===== src/rtl/iir_deemph.sv =====
// iir_deemph: fixed-point IIR filter between two FIFOs. It is used for
// de-emphasis.
//
// One sample is handled at a time by a five-state sequencer:
//   IDLE -> READ -> MULT -> ACC -> (WRITE) -> IDLE
// For each input sample the output is
//   y[n] = (sum X_COEFFS[i]*x[n-i] + sum_{i>=1} Y_COEFFS[i]*y[n-i]) >>> BITS
// One output is pushed for every DECIMATION input samples.
//
// Ports:
//   clk, rst           clock; asynchronous active-high reset
//   rd_fifo_empty      upstream FIFO has no sample
//   rd_fifo_rd_en      pop upstream FIFO (combinational, READ state)
//   rd_fifo_data_in    upstream head sample (first-word fall-through)
//   wr_fifo_full       downstream FIFO cannot accept
//   wr_fifo_wr_en      push downstream FIFO (combinational, WRITE state)
//   wr_fifo_data_out   filtered sample, held stable while in WRITE
module iir_deemph #(
    parameter int DECIMATION      = 1,
    parameter int FIFO_DATA_WIDTH = 32,
    parameter int NUM_TAPS        = 2,
    parameter int BITS            = 10,
    parameter logic signed [31:0] X_COEFFS [NUM_TAPS] = '{default: '0},
    parameter logic signed [31:0] Y_COEFFS [NUM_TAPS] = '{default: '0}
) (
    input  logic                       clk,
    input  logic                       rst,
    input  logic                       rd_fifo_empty,
    output logic                       rd_fifo_rd_en,
    input  logic [FIFO_DATA_WIDTH-1:0] rd_fifo_data_in,
    input  logic                       wr_fifo_full,
    output logic                       wr_fifo_wr_en,
    output logic [FIFO_DATA_WIDTH-1:0] wr_fifo_data_out
);

    localparam int PW = FIFO_DATA_WIDTH + 32;

    typedef enum logic [2:0] {
        S_IDLE,
        S_READ,
        S_MULT,
        S_ACC,
        S_WRITE
    } state_t;

    state_t state, state_nxt;

    // x_hist[0] holds x[n]. y_hist[0] holds the most recent output y[n-1]
    // while the products for sample n are formed.
    logic signed [FIFO_DATA_WIDTH-1:0] x_hist [NUM_TAPS];
    logic signed [FIFO_DATA_WIDTH-1:0] y_hist [NUM_TAPS];
    logic signed [PW-1:0]              x_prod [NUM_TAPS];
    logic signed [PW-1:0]              y_prod [NUM_TAPS];
    logic [3:0]                        dec_cnt;
    logic signed [63:0]                acc_sum;
    logic signed [63:0]                acc_shr;
    logic                              dec_done;

    // 64-bit accumulation. It wraps silently on overflow. y_prod[0] is held
    // at zero, so Y_COEFFS[0] has no effect.
    always_comb begin
        acc_sum = '0;
        for (int i = 0; i < NUM_TAPS; i++) begin
            acc_sum = acc_sum + 64'(x_prod[i]) + 64'(y_prod[i]);
        end
        acc_shr  = acc_sum >>> BITS;
        dec_done = (dec_cnt == 4'(DECIMATION - 1));
    end

    always_comb begin
        state_nxt     = state;
        rd_fifo_rd_en = 1'b0;
        wr_fifo_wr_en = 1'b0;
        case (state)
            S_IDLE:  if (!rd_fifo_empty) state_nxt = S_READ;
            S_READ: begin
                if (!rd_fifo_empty) begin
                    rd_fifo_rd_en = 1'b1;
                    state_nxt     = S_MULT;
                end
            end
            S_MULT:  state_nxt = S_ACC;
            S_ACC:   state_nxt = dec_done ? S_WRITE : S_IDLE;
            S_WRITE: begin
                if (!wr_fifo_full) begin
                    wr_fifo_wr_en = 1'b1;
                    state_nxt     = S_IDLE;
                end
            end
            default: state_nxt = S_IDLE;
        endcase
    end

    always_ff @(posedge clk or posedge rst) begin
        if (rst) begin
            state            <= S_IDLE;
            dec_cnt          <= '0;
            wr_fifo_data_out <= '0;
            for (int i = 0; i < NUM_TAPS; i++) begin
                x_hist[i] <= '0;
                y_hist[i] <= '0;
                x_prod[i] <= '0;
                y_prod[i] <= '0;
            end
        end else begin
            state <= state_nxt;
            case (state)
                S_READ: begin
                    if (!rd_fifo_empty) begin
                        for (int i = NUM_TAPS - 1; i > 0; i--) x_hist[i] <= x_hist[i-1];
                        x_hist[0] <= rd_fifo_data_in;
                    end
                end
                S_MULT: begin
                    // The size casts keep the operands signed. The product
                    // therefore holds the full signed result.
                    for (int i = 0; i < NUM_TAPS; i++) begin
                        x_prod[i] <= PW'(x_hist[i]) * PW'(X_COEFFS[i]);
                    end
                    y_prod[0] <= '0;
                    for (int i = 1; i < NUM_TAPS; i++) begin
                        y_prod[i] <= PW'(y_hist[i-1]) * PW'(Y_COEFFS[i]);
                    end
                end
                S_ACC: begin
                    // The feedback history advances on every sample.
                    // Decimation only gates the output write.
                    for (int i = NUM_TAPS - 1; i > 0; i--) y_hist[i] <= y_hist[i-1];
                    y_hist[0] <= acc_shr[FIFO_DATA_WIDTH-1:0];
                    if (dec_done) begin
                        dec_cnt          <= '0;
                        wr_fifo_data_out <= acc_shr[FIFO_DATA_WIDTH-1:0];
                    end else begin
                        dec_cnt <= dec_cnt + 4'd1;
                    end
                end
                default: ;
            endcase
        end
    end

endmodule


===== config.mk =====
export PLATFORM = sky130hd
export DESIGN_NAME = iir_deemph
export DESIGN_NICKNAME = d
export VERILOG_FILES = /design/src/rtl/iir_deemph.sv
export SDC_FILE = /design/constraint.sdc
export NUM_CORES = 1
export LEC_CHECK = 0
export CAP_MARGIN = 10
export CORE_MARGIN = 2
export CORE_UTILIZATION = 27
export CTS_CLUSTER_DIAMETER = 40
export CTS_CLUSTER_SIZE = 40
export DETAILED_ROUTE_END_ITERATION = 16
export GPL_TIMING_DRIVEN = 0
export PLACE_DENSITY = 0.8
export SYNTH_ARGS = -nofsm -noshare
export SYNTH_HDL_FRONTEND = slang
export SYNTH_SLANG_ARGS = --single-unit

===== constraint.sdc =====
create_clock -name clk -period 1.5 [get_ports clk]
set_input_delay 0.15 -clock clk [delete_from_list [all_inputs] [get_ports clk]]
set_output_delay 0.15 -clock clk [all_outputs]
set_load 0.05 [all_outputs]

==> summary.txt <==
Worst setup path
  • Worst Setup SP: state[1]
  • Slack of the worst reg-to-reg path: 0.19 ns
  • Critical Path End: wr_fifo_wr_en
  • Reg2Reg Depth: 5
  • CP Max Fanout: 7
  • Startpoint types: flip-flop
  • Worst r2r src: dec_cnt[0]
  • CP Data Arrival Time: 1.25 ns
  • Worst setup path category: flip-flop to output port
  • WP data required: 1.35 ns
  • Crit. End Element: output port
  • R2r endpoint: dec_cnt[0]

Pwr
  • Worst vdd ir: 0.6983 mV
  • Final Total Pwr: 911.0 uW
  • PD cells: 1077 nW/um2
  • Pleak: 0.4896 nW

Timing
  • RSZ-0062 raised after global routing: no
  • Minimum clock period: 1.401 ns
  • Final Cycle Share: 0.9342
  • Worst Clk Skew: 0.0001385 ns
  • WHS: 0.1347 ns
  • Setup TNS: 0 ns
  • # setup viols final: 0
  • Fmax: 0.7136 GHz
  • Final-report max-slew violation count: 0
  • Fin. Hold Viols: 0

Global route
  • Total global routing overflow: 0
  • Gr usage total: 0.06695
  • First-pass GRT wire length: 1.290 mm
  • Number of global-route vias before repair: 335
  • Initial antenna violation count: 0
  • Largest net degree at the start of global routing: 8

Drt
  • Antenna Nets Post-Route: 0
  • Drt drc: 0
  • Avg WL per Cell: 6.307 um
  • 1st-iter DRT viols: 1
  • Vias: 436
  • Post-Route WL: 864 um
  • Via/cell ratio: 3.182
  • Router iterations before antenna repair: 2

Cells and area
  • Most frequent cells in the layout: buf_4, conb_1, dfrtp_1, inv_1, clkbuf_4
  • # fillers: 242
  • Non-Filler Instances: 137
  • Area Overhead vs Synth: 38.81%
  • Cell area after layout: 845.8 um2
  • Final #Nets: 148
  • Multi-input logic area: 296.5 um2
  • Commonest non-fill, non-tap cell in the layout: buf_4
  • Share of cells above drive strength 1: 0.3853
  • Area occupied by registers: 176.4 um2
  • Inserted Diodes: 0

Floorplanning
  • Num ports: 70
  • Row cnt: 17
  • Die W: 51.51 um
  • Initial core utilization: 0.2809
  • Die area: 2653 um2
  • Total core area: 2170 um2
  • Die H: 51.51 um

Flow run
  • Maxcap violations: 0

Clock tree
  • CTS buffer count: 3
  • CTS tree: built
  • Clk_lat worst skew: 0.24 ns
  • H-tree levels: 1
  • Post-CTS Setup Bufs: 0
  • # hold bufs at CTS: 0
  • Num Clock Sinks: 7
  • Clk slew on worst S/H paths: 0.05 ns
  • Clock Tree Root: clkbuf_4
  • CTS max path bufs: 2
  • Post-cts resize count: 12

Place
  • Placer Congestion: 0.6676
  • # port buffers: 5
  • DP Cell Count: 133
  • Placed cell area: 823.3 um2

Synthesis
  • Mapped Avg Cell Area: 8.831 um2
  • YS warnings: 0
  • Seq/Total Area, Yosys: 0.2875
  • Post-Syn Area: 609.3 um2
  • Post-synthesis register bit count: 7
  • Synthesized instance count: 69
  • Count of distinct cell types in the synthesized netlist: 19

Worst hold path
  • Hold Path Class: input pin to async pin

Status
  • Status: complete, no violations
==> stage by stage <==
step	util	worst slack (ns)
floorplan	-	-0.08005
global placement	0.3795	-0.2897
detailed placement	0.3795	-0.2844
CTS	0.3870	0.02154
global route	0.3899	0.004974
finish	0.3899	0.09866
==> synthesized netlist by cell type <==
master   instances  share of area
buf_4           33           0.41
dfrtp_1          7           0.29
inv_1            5          0.031
nor2_1           3          0.018
a21oi_1          2          0.016
ha_1             2          0.041
nand2_1          2          0.012
nor3b_1          2          0.025
o21ai_0          2          0.016
xnor2_1          2          0.029
a32o_1           1          0.016
and2b_1          1          0.012
and3b_1          1          0.014
conb_1           1         0.0062
mux2_2           1          0.018
nand4_1          1          0.010
nor4_1           1          0.010
nor4b_1          1          0.014
or3b_1           1          0.014
==> state kept, by name, summed over array words and instances (netlist names) <==
signal,flops
dec_cnt,4
state,3
==> final cells by class <==
cell class,count,share of cell area
Inverter,5,0.02219
Buffer,33,0.2929
Tap cell,28,0.04142
Timing Repair Buffer,5,0.05325
Clock buffer,4,0.03107
Sequential cell,7,0.2086
Multi-Input combinational cell,55,0.3506
==> power breakdown <==
part	switching (mW)	internal (mW)	total (mW)
sequential	0.0584	0.229	0.287
clock	0.0653	0.101	0.167
combinational	0.299	0.159	0.458
total	0.422	0.489	0.911
==> routing by layer <==
metal / vias up / track usage / share of wire
met4: 0 / 0.03947 / 0
li1: 235 / - / -
met3: 0 / 0.02586 / 0.11
met5: - / 0 / 0
met2: 21 / 0.1154 / 0.56
met1: 180 / 0.06822 / 0.33
==> kinds of logic (layout without fill, tap and decap cells) <==
kind of cell | Yosys count | count (layout) | share of synthesized area
adders and majority gates | 2 | 2 | 0.04106
buffers and inverters | 38 | 47 | 0.4374
DFF | 7 | 7 | 0.2875
AOI/OAI and AO/OA | 5 | 5 | 0.04928
and+or+nand+nor | 13 | 13 | 0.1314
muxes | 1 | 1 | 0.01848
xor gates and xnor gates | 2 | 2 | 0.02875
other | 1 | 32 | 0.006154
==> critical path: stages (launching register included) <==
cell and delay [ns]:
dfrtp_1 0.45, nor4b_2 0.28, clkbuf_4 0.27
==> worst min-delay path by stage <==
stage | startpoint | end | slack, ns | cells past startpoint
global route | rst | dec_cnt[2] | 0.15 | 2
floorplan | rst | dec_cnt[0] | -0.05 | 1
detailed placement | rst | dec_cnt[3] | 0.41 | 2
finish | rst | dec_cnt[3] | 0.13 | 2
CTS | rst | dec_cnt[3] | 0.14 | 2
global placement | rst | dec_cnt[3] | 0.39 | 2
Note: power is estimated with default switching activity, not from simulation.
